File: config.mk
export PLATFORM = sky130hd
export DESIGN_NAME = instr_fetch
export DESIGN_NICKNAME = d
export VERILOG_FILES = /design/src/rtl/instr_fetch.sv
export SDC_FILE = /design/constraint.sdc
export NUM_CORES = 1
export LEC_CHECK = 0
export BUFFER_PORTS_ARGS = -buffer_cell sky130_fd_sc_hd__buf_4
export CAP_MARGIN = 30
export CORE_MARGIN = 3
export CORE_UTILIZATION = 46
export CTS_CLUSTER_DIAMETER = 150
export DETAILED_ROUTE_END_ITERATION = 16
export MAX_ROUTING_LAYER = met4
export PLACE_DENSITY = 0.83
export SETUP_SLACK_MARGIN = 0.4
export SLEW_MARGIN = 20
export SYNTH_ARGS = -nofsm -noshare
export SYNTH_HDL_FRONTEND = slang
export SYNTH_SLANG_ARGS = --single-unit
export TNS_END_PERCENT = 50
File: constraint.sdc
create_clock -name clk -period 2.2 [get_ports clk]
set_clock_uncertainty 0.15 [all_clocks]
set_input_delay 0.33 -clock clk [delete_from_list [all_inputs] [get_ports clk]]
set_output_delay 0.33 -clock clk [all_outputs]
set_load 0.02 [all_outputs]
File: src/rtl/instr_fetch.sv
// rtl/instr_fetch.sv - single-slot instruction fetch stage with redirect; optional FETCH_MISALIGN_TRAP_EN
module instr_fetch #(
  parameter logic [31:0] RESET_PC = 32'h0000_0000
) (
  input  logic        clk,
  input  logic        reset,
  output logic [31:0] imem_addr,
  input  logic [31:0] imem_data,
  input  logic        redirect_valid,
  input  logic [31:0] redirect_target,
  output logic        out_valid,
  input  logic        out_ready,
  output logic [31:0] out_instr,
  output logic [31:0] out_pc,
  output logic [31:0] out_pc_plus4,
  output logic [31:0] fetch_count
`ifdef FETCH_MISALIGN_TRAP_EN
  ,
  output logic        misalign_err
`endif
);

  typedef enum logic [1:0] {
    BOOT = 2'd0,
    RUN  = 2'd1,
    HALT = 2'd2
  } state_t;

  state_t      state;
  state_t      state_nxt;
  logic [31:0] pc;
  logic [31:0] pc_nxt;
  logic        valid_nxt;
  logic [31:0] instr_nxt;
  logic [31:0] opc_nxt;
  logic [31:0] opc4_nxt;
  logic [31:0] count_nxt;
  logic        handoff;
  logic [31:0] target_load;

`ifdef FETCH_MISALIGN_TRAP_EN
  logic        err_nxt;
  logic        misaligned;

  assign misaligned  = (redirect_target[1:0] != 2'b00);
  assign target_load = redirect_target;
`else
  // Without the trap, a misaligned target is silently word-aligned.
  assign target_load = redirect_target & 32'hFFFF_FFFC;
`endif

  assign imem_addr = pc;
  // A handoff completes whenever the slot is offered and accepted, even on a redirect edge.
  assign handoff   = out_valid & out_ready;

  // Next-state and next-register computation for the fetch FSM.
  always_comb begin
    state_nxt = state;
    pc_nxt    = pc;
    valid_nxt = out_valid;
    instr_nxt = out_instr;
    opc_nxt   = out_pc;
    opc4_nxt  = out_pc_plus4;
    count_nxt = fetch_count + {31'd0, handoff};
`ifdef FETCH_MISALIGN_TRAP_EN
    err_nxt   = misalign_err;
`endif
    case (state)
      BOOT: begin
        // No capture yet; a redirect may still retarget the first fetch.
        state_nxt = RUN;
        valid_nxt = 1'b0;
        if (redirect_valid) begin
`ifdef FETCH_MISALIGN_TRAP_EN
          if (misaligned) err_nxt = 1'b1;
          else
`endif
          pc_nxt = target_load;
        end
      end
      RUN: begin
        if (redirect_valid) begin
          valid_nxt = 1'b0;
`ifdef FETCH_MISALIGN_TRAP_EN
          if (misaligned) begin
            err_nxt   = 1'b1;
            state_nxt = HALT;
          end else
`endif
          pc_nxt = target_load;
        end else if (!out_valid || out_ready) begin
          valid_nxt = 1'b1;
          instr_nxt = imem_data;
          opc_nxt   = pc;
          opc4_nxt  = pc + 32'd4;
          pc_nxt    = pc + 32'd4;
        end
      end
      HALT: begin
        valid_nxt = 1'b0;
      end
      default: begin
        state_nxt = BOOT;
        valid_nxt = 1'b0;
      end
    endcase
  end

  // State and datapath registers with synchronous reset.
  always_ff @(posedge clk) begin
    if (reset) begin
      state        <= BOOT;
      pc           <= RESET_PC;
      out_valid    <= 1'b0;
      out_instr    <= 32'd0;
      out_pc       <= 32'd0;
      out_pc_plus4 <= 32'd0;
      fetch_count  <= 32'd0;
`ifdef FETCH_MISALIGN_TRAP_EN
      misalign_err <= 1'b0;
`endif
    end else begin
      state        <= state_nxt;
      pc           <= pc_nxt;
      out_valid    <= valid_nxt;
      out_instr    <= instr_nxt;
      out_pc       <= opc_nxt;
      out_pc_plus4 <= opc4_nxt;
      fetch_count  <= count_nxt;
`ifdef FETCH_MISALIGN_TRAP_EN
      misalign_err <= err_nxt;
`endif
    end
  end

endmodule

==> results.py, run 1 <==
metrics = {
    "run_status": {
        "status": "completed",
    },
    "critical_path": {
        "r2r-end": "imem_addr[29]",
        "crit_required_ps": 2350,
        "cp.buffers_inverters": 0,
        "worstSetupPathType": "register to register",
        "rrSetupSlack_ps": 220,
        "slowest_delay_ps": 460,
        "slowest_stage": "nor4_4",
        "reg2reg_from": "imem_addr[4]",
        "r2r.worst_path.cells": 5,
        "startpoint_type": "register",
        "crit_family": "simple AND/OR/NAND/NOR gates",
        "crit_arrival_ps": 2130,
        "cp-end-kind": "register",
        "path_cells": "nand4_4 > nor4_4 > nor3b_2 > mux2i_1 > nor3_1",
        "worstPathMaxFanout": 6,
    },
    "logic_synthesis": {
        "synthesis.instances": 844,
        "ys_types": 55,
        "yosysTopAreaCell": "dfxtp_1",
        "synth-compound-area-share_pct": 14.8,
        "synth_warnings": 0,
        "synth_top_family_by_area": "simple AND/OR/NAND/NOR gates",
        "ys_top_cells_by_area": "dfxtp_1 46%, nand2_1 9.2%, a21oi_1 7.3%, xnor2_1 5.1%, nor2_1 3.7%",
        "synth_edf_count": 0,
        "synth-async-reset-ratio_pct": 0,
        "syn_area_mm2": 0.00685,
        "synth_seq_cells": 156,
        "synth_top_cell_area_share_pct": 45.6,
        "synthMuxAreaShare_pct": 0.438,
        "yosysSeqAreaShare_pct": 45.6,
        "synth_common_cells": "168 x nand2_1, 156 x dfxtp_1, 100 x a21oi_1",
        "ys.flop_type": "dfxtp_1",
        "synth.avg_cell_area_um2": 8.12,
        "synth_fa_ha_area_share_pct": 0.548,
        "yosysMostFrequentCell": "nand2_1",
        "synthXorXnorAreaFrac_pct": 7.67,
        "yosys.area_share.simple_pct": 25.6,
    },
    "grt": {
        "grtUsageTotal_pct": 27.8,
        "met1_usage_pct": 34.0,
        "gr-usage-met3_pct": 7.54,
        "first_global_vias": 6973,
        "grt_first_pass_wirelength_um": 35400,
        "busiest_layer": "met2",
        "antenna_found_initial": 0,
        "grt_max_degree": 46,
        "grtUsageMet2_pct": 44.1,
        "overflow": 0,
    },
    "timing": {
        "grt_setup_unrepaired": "true",
        "min_period_over_period_pct": 90.1,
        "fin_setup_tns_ps": 0,
        "fmax_mhz": 504,
        "hold_violations": 0,
        "period_needed_ps": 1980,
        "final_max_slew_viol_count": 0,
        "setup-violations-final": 0,
    },
    "clock_network": {
        "clkTransAtPathRegs_ps": 60,
        "htree_levels": 4,
        "clk_latency_ps": 430,
        "cts_root_buf": "clkbuf_16",
        "cts_tree": "done",
        "clk_path_buf_depth": 2,
        "cts_made_buffers": 17,
        "cts.sinks": 156,
    },
    "finish": {
        "area_growth_pct": 53.0,
        "nNetsFinal": 1194,
        "finalNonFillerCells": 1317,
        "design_area_mm2": 0.0105,
        "layout-drive-gt1-share_pct": 38.6,
        "utilization_pct": 73.8,
        "fillers": 988,
    },
    "floorplanning": {
        "die_w_um": 128,
        "core_area_mm2": 0.0142,
        "ios": 229,
        "initial_utilization_pct": 48.2,
        "row_count": 43,
        "die_area_mm2": 0.0164,
        "die_y_um": 128,
    },
    "flow_run": {
        "cap_viol_max_count": 0,
    },
    "routing": {
        "drtAntennaViolNets": 0,
        "wl_um": 24000,
        "wire_per_inst_um": 18.2,
        "vias_per_cell": 5.68,
        "drt_iter0_markers": 566,
        "num_vias": 7478,
        "drc": 0,
        "firstDrtPassIters": 7,
    },
    "placement": {
        "routabilityCongestion": 0.932,
        "dp_hpwl_um": 15100,
        "io_buffers": 220,
        "place_inst": 1216,
        "placed_area_mm2": 0.00897,
    },
    "worst_hold_path": {
        "worst_hold_path_type": "input port to register",
        "worst_hold_path.num_cells": 3,
        "hold_path_end": "out_instr[22]",
        "worstHoldStart": "imem_data[22]",
    },
    "pwr": {
        "p_per_area_mw_per_mm2": 670,
        "total_power_mw": 7.02,
        "p_leak_nw": 4.52,
        "vdd_drop_max_mv": 0.749,
    },
}
-- power breakdown --
| part | switching, mW | internal (mW) | total, mW | leakage [nW] |
|---|---|---|---|---|
| Clock | 1.16 | 1.81 | 2.97 | 0.287 |
| Combinational | 0.562 | 0.442 | 1.00 | 2.94 |
| Sequential | 0.114 | 2.93 | 3.05 | 1.30 |
-- repair_timing --
action                                  in CTS  in global routing
cloned                                       0                  2
hold buffers                                17                  0
pin swaps                                   19                 35
buffers inserted                            26                 23
endpoints found under the setup margin      53                 84
endpoints found under the hold margin       17                  0
resized for setup                           33                 48
-- layer usage --
metal	up-vias	share of wire, %
met3	87	8.4
met4	0	3.7
met1	3534	40
met2	392	48
met5	-	0
li1	3465	-
-- tightest hold or removal path, cell delays in order --
cell	delay [ps]
buf_4	110
nand2_1	50
a21oi_1	50
-- worst max path at each step --
stage,start,end,slack (ps),cells after the start
2_1_floorplan,fetch_count[7],fetch_count[28],320,6
3_3_place_gp,out_ready,fetch_count[14],180,9
3_5_place_dp,out_ready,fetch_count[15],120,7
4_1_cts,imem_addr[8],imem_addr[29],290,5
5_1_grt,imem_addr[4],imem_addr[29],220,5
6_report,imem_addr[4],imem_addr[29],220,5
-- cells by family after synthesis --
group / count (synthesis)
AO/OA/AOI/OAI: 174
XOR/XNOR: 60
AND/OR/NAND/NOR: 365
buffers and inverters: 82
multiplexers: 3
other: 1
flip-flops: 156
adder cells (fa/ha/maj): 3
-- placed cells by master, fill, tap and decap left out, drive strengths merged, types with 6 or more instances in the layout --
| master | instances |
|---|---|
| inv | 11 |
| clkbuf | 22 |
| dfxtp | 156 |
| a21oi | 100 |
| and3 | 11 |
| nor2 | 67 |
| nand3 | 37 |
| and2 | 6 |
| xnor2 | 40 |
| nor4 | 17 |
| buf | 308 |
| conb | 6 |
| o21ai | 30 |
| nor3 | 14 |
| dlygate4sd3 | 17 |
| and4 | 7 |
| nand4 | 26 |
| nand2 | 168 |
| xor2 | 20 |
| a211oi | 14 |
-- flip-flops by register name, summed over array words and instances, names as in the netlist --
| name | count |
|---|---|
| fetch_count | 32 |
| out_pc_plus4 | 30 |
| state | 1 |
| out_valid | 1 |
| imem_addr | 30 |
| out_instr | 32 |
| out_pc | 30 |
-- metrics by stage --
step                      setup WS (ps)  hold slack, ps
after global placement              180             291
after floorplan                     315             314
after detailed placement            122             297
after global routing                218            7.65
final                               217            11.9
after CTS                           293            1.20
-- final cells by class --
class	count	area [um2]	share of cell area, %
clock buffer	21	450	4.30
inverter	10	37.5	0.358
antenna	1	2.50	0.0239
multi-input combinational	612	3850	36.7
tap	180	225	2.15
clock inverter	11	143	1.36
sequential	156	3230	30.8
timing repair buffer	326	2550	24.4
No activity file was read; power rests on OpenSTA's default activity.
==> run 2: changes to the inputs <==
Settings changed: CORE_UTILIZATION 46 to 47, CTS_BUF_LIST set to sky130_fd_sc_hd__clkbuf_4 sky130_fd_sc_hd__clkbuf_8, PLACE_DENSITY 0.83 to 0.84.
==> results.py, run 2 (synthesized netlist as in run 1, its figures left out) <==
metrics = {
    "run_status": {
        "status": "completed",
    },
    "pwr": {
        "p_per_area_mw_per_mm2": 611,
        "p_leak_nw": 4.59,
        "vdd_drop_max_mv": 0.500,
        "total_power_mw": 6.55,
    },
    "clock_network": {
        "cts_root_buf": "clkbuf_8",
        "clk_latency_ps": 470,
        "cts_tree": "done",
        "clkTransAtPathRegs_ps": 80,
        "htree_levels": 4,
        "clk_path_buf_depth": 2,
        "cts.sinks": 156,
        "cts_made_buffers": 17,
    },
    "routing": {
        "wl_um": 25200,
        "drc": 0,
        "firstDrtPassIters": 5,
        "num_vias": 7728,
        "wire_per_inst_um": 18.7,
        "vias_per_cell": 5.73,
        "drt_iter0_markers": 729,
        "drtAntennaViolNets": 0,
    },
    "critical_path": {
        "crit_arrival_ps": 2120,
        "startpoint_type": "register",
        "reg2reg_from": "fetch_count[17]",
        "crit_family": "simple AND/OR/NAND/NOR gates",
        "r2r.worst_path.cells": 5,
        "cp-end-kind": "register",
        "worstPathMaxFanout": 5,
        "slowest_stage": "or4_4",
        "worstSetupPathType": "register to register",
        "cp.buffers_inverters": 0,
        "rrSetupSlack_ps": 250,
        "r2r-end": "fetch_count[26]",
        "slowest_delay_ps": 580,
        "crit_required_ps": 2370,
        "path_cells": "nand3_1 > or4_4 > nor4_4 > xnor2_1 > nor2_1",
    },
    "timing": {
        "final_max_slew_viol_count": 0,
        "fmax_mhz": 514,
        "period_needed_ps": 1950,
        "fin_ws_ps": 254,
        "worst_pin_slew_ps": 661,
        "grt_setup_unrepaired": "true",
        "hold_violations": 0,
        "fin_setup_tns_ps": 0,
        "min_period_over_period_pct": 88.5,
        "setup-violations-final": 0,
        "whs_ps": 31.9,
        "slew_headroom_pct": 55.9,
    },
    "grt": {
        "grtUsageTotal_pct": 29.7,
        "grt_first_pass_wirelength_um": 37200,
        "overflow": 0,
        "antenna_found_initial": 1,
        "grt_max_degree": 130,
        "first_global_vias": 7387,
    },
    "finish": {
        "final_common_cell": "buf_4",
        "area_growth_pct": 56.5,
        "largestRegisters": "fetch_count x32, out_instr x32",
        "final_cell_mix": "298 x buf_4, 164 x nand2_1, 118 x dfxtp_1",
        "layout-drive-gt1-share_pct": 38.6,
        "fillers": 917,
        "finalNonFillerCells": 1349,
        "utilization_pct": 76.1,
        "nNetsFinal": 1226,
        "design_area_mm2": 0.0107,
    },
    "placement": {
        "dpl_worst_slack_ps": 105,
        "place_inst": 1213,
        "placed_area_mm2": 0.00898,
        "io_buffers": 220,
        "routabilityCongestion": 0.959,
        "dp_hpwl_um": 14700,
    },
    "worst_hold_path": {
        "worstHoldStart": "redirect_target[3]",
        "worst_hold_path.num_cells": 3,
        "worst_hold_path_type": "input port to register",
        "hold_path_end": "imem_addr[3]",
    },
    "flow_run": {
        "cap_viol_max_count": 0,
    },
    "floorplanning": {
        "initial_utilization_pct": 48.6,
        "row_count": 43,
        "ios": 229,
        "die_w_um": 127,
        "die_y_um": 127,
        "core_area_mm2": 0.0141,
        "die_area_mm2": 0.0161,
    },
}
-- run 2: changes by cell type in the layout (fill, tap and decap cells not counted), sizes merged --
cell / delta
nand3: -1
clkbuf: -4
dlygate4sd3: +30
clkinv: +1
buf: +4
bufinv: +2
-- run 2: tightest hold or removal path, delay by kind of cell --
family | cells | cell delay [ps]
buf+inv | 1 | 120
compound gates | 1 | 90
simple gates | 1 | 60
-- run 2: what timing repair did --
action / CTS / global route
gates cloned: 0 / 0
pin swaps: 25 / 41
buffers inserted: 29 / 27
setup endpoints to repair: 51 / 116
gates resized for setup: 33 / 61
endpoints found under the hold margin: 47 / 0
hold buffers: 47 / 0
-- run 2: final cells by class --
cell class                 instances  area, um2  share of cell area, %
multi-input combinational        611       3870                   36.1
tap                              180        225                   2.10
clock inverter                    14        199                   1.86
inverter                          10       37.5                  0.350
clock buffer                      18        241                   2.25
sequential                       156       3240                   30.2
timing repair buffer             359       2910                   27.2
antenna                            1       2.50                 0.0233
-- run 2: power breakdown --
group          total, mW  switching, mW  internal, mW
clock               2.45           1.10          1.35
combinational       1.06          0.576         0.480
sequential          3.05          0.122          2.92
total               6.55           1.80          4.75
-- run 2: worst max-delay path by stage --
stage | cells past startpoint | from | end
2_1_floorplan | 6 | fetch_count[7] | fetch_count[28]
3_3_place_gp | 7 | out_ready | fetch_count[17]
3_5_place_dp | 8 | out_ready | fetch_count[19]
4_1_cts | 7 | imem_addr[2] | imem_addr[28]
5_1_grt | 5 | imem_addr[12] | imem_addr[15]
6_report | 5 | fetch_count[17] | fetch_count[26]
-- run 2: per-layer routing --
| metal | vias to the layer above | GRT usage [%] | part of all wire [%] |
|---|---|---|---|
| li1 | 3508 | - | - |
| met4 | 0 | 14.3 | 4.4 |
| met1 | 3648 | 34.7 | 38 |
| met3 | 94 | 6.36 | 8.9 |
| met5 | - | - | 0 |
| met2 | 478 | 48.6 | 49 |
==> run 3: changes to the inputs <==
Settings changed: CORE_UTILIZATION 47 to 50, PLACE_DENSITY 0.84 to 0.85, SKIP_CTS_REPAIR_TIMING set to 1.
Clock period 2.2 ns to 2.07 ns, I/O delays scaled along.
==> results.py, run 3 (synthesized netlist as in run 1, its figures left out) <==
metrics = {
    "critical_path": {
        "slowest_stage": "dfxtp_4",
        "worstPathMaxFanout": 5,
        "path_cells": "nand4_4 > nor4_4 > buf_4 > nand3_2 > xor2_1 > a211oi_1",
        "rrSetupSlack_ps": 30,
        "crit_required_ps": 2270,
        "startpoint_type": "register",
        "crit_arrival_ps": 2240,
        "cp-end-kind": "register",
        "r2r-end": "imem_addr[19]",
        "slowest_delay_ps": 400,
        "worstSetupPathType": "register to register",
        "reg2reg_from": "imem_addr[5]",
        "r2r.worst_path.cells": 6,
    },
    "timing": {
        "period_needed_ps": 2040,
        "fin_setup_tns_ps": 0,
        "fmax_mhz": 491,
        "min_period_over_period_pct": 98.4,
        "whs_ps": -43.7,
        "hold_violations": 1,
        "setup-violations-final": 0,
        "grt_setup_unrepaired": "true",
        "fin_ws_ps": 33.6,
        "final_max_slew_viol_count": 0,
    },
    "routing": {
        "firstDrtPassIters": 5,
        "drc": 0,
        "drtAntennaViolNets": 0,
        "drt_iter0_markers": 899,
        "wire_per_inst_um": 20.4,
        "vias_per_cell": 5.95,
        "num_vias": 8023,
        "wl_um": 27500,
    },
    "finish": {
        "design_area_mm2": 0.0109,
        "final_common_cell": "buf_4",
        "layout-drive-gt1-share_pct": 40.8,
        "nNetsFinal": 1231,
        "n_antenna_cell": 0,
        "utilization_pct": 81.3,
        "largestRegisters": "fetch_count x32, out_instr x32",
        "fillers": 717,
        "finalNonFillerCells": 1349,
        "final_cell_mix": "297 x buf_4, 162 x nand2_1, 121 x dfxtp_1",
        "area_growth_pct": 58.4,
    },
    "floorplanning": {
        "initial_utilization_pct": 51.3,
        "ios": 229,
        "die_w_um": 123,
        "die_area_mm2": 0.0151,
        "die_y_um": 123,
        "row_count": 42,
        "core_area_mm2": 0.0133,
    },
    "grt": {
        "antenna_found_initial": 0,
        "grtUsageTotal_pct": 28.4,
        "first_global_vias": 6643,
        "overflow": 0,
        "grt_first_pass_wirelength_um": 32900,
        "grt_max_degree": 49,
    },
    "clock_network": {
        "htree_levels": 4,
        "clk_path_buf_depth": 2,
        "cts_made_buffers": 17,
        "cts_tree": "done",
        "cts.sinks": 156,
        "clkTransAtPathRegs_ps": 90,
        "cts_root_buf": "clkbuf_8",
        "clk_latency_ps": 470,
    },
    "placement": {
        "io_buffers": 220,
        "dp_hpwl_um": 15100,
        "placed_area_mm2": 0.00913,
        "dpl_worst_slack_ps": 64.3,
        "place_inst": 1220,
        "routabilityCongestion": 0.953,
    },
    "worst_hold_path": {
        "worst_hold_path.num_cells": 3,
        "hold_path_end": "imem_addr[5]",
        "worst_hold_path_type": "input port to register",
        "worstHoldStart": "redirect_target[5]",
    },
    "run_status": {
        "failed_checks": "hold timing",
        "status": "finished, violations left",
    },
    "pwr": {
        "vdd_drop_max_mv": 0.502,
        "p_leak_nw": 4.67,
        "p_per_area_mw_per_mm2": 636,
        "total_power_mw": 6.91,
    },
    "flow_run": {
        "cap_viol_max_count": 0,
    },
}
[run 3: cell count changes in the layout (fill, tap and decap cells not counted), sizes merged]
cell         delta
and2            +1
buf             +6
bufinv          -2
clkbuf          +4
clkinv          -3
diode           -1
dlygate4sd3     -2
inv             +1
[run 3: final cells by class]
| type | count | area (um2) | share of cell area, % |
|---|---|---|---|
| flip-flops and latches | 156 | 3230 | 29.7 |
| repair buffers | 363 | 2940 | 27.1 |
| clock buffers | 22 | 290 | 2.67 |
| inverters | 10 | 37.5 | 0.346 |
| multi-input cells | 612 | 4000 | 36.8 |
| clock inverters | 10 | 136 | 1.26 |
| well taps | 176 | 220 | 2.03 |
[run 3: layer usage]
layer | vias to the layer above | GRT usage, % | part of all wire, %
met5 | - | - | 0
met4 | 0 | 11.9 | 5.5
met3 | 143 | 5.76 | 9.7
met2 | 589 | 45.7 | 48
met1 | 3773 | 35.0 | 36
li1 | 3518 | - | -
[run 3: report_power, final]
group          leakage [nW]  total (mW)  internal [mW]  switching, mW
sequential             1.29        3.25           3.11          0.140
combinational          3.15        1.14          0.508          0.634
clock                 0.217        2.51           1.31           1.20
[run 3: how the worst max path moves through the flow]
stage | start | to | slack, ps | cells past startpoint
2_1_floorplan | fetch_count[7] | fetch_count[28] | 190 | 6
3_3_place_gp | imem_addr[3] | imem_addr[28] | 110 | 6
3_5_place_dp | fetch_count[8] | fetch_count[28] | 60 | 5
4_1_cts | imem_addr[3] | imem_addr[28] | 50 | 6
5_1_grt | fetch_count[8] | fetch_count[29] | -70 | 5
6_report | imem_addr[5] | imem_addr[19] | 30 | 6
[run 3: critical path, delay by kind of cell (launching register included)]
kind / cells / cell delay [ps]
XOR/XNOR: 1 / 180
buffers and inverters: 1 / 210
AND/OR/NAND/NOR: 3 / 620
flip-flops: 1 / 400
AO/OA/AOI/OAI: 1 / 340
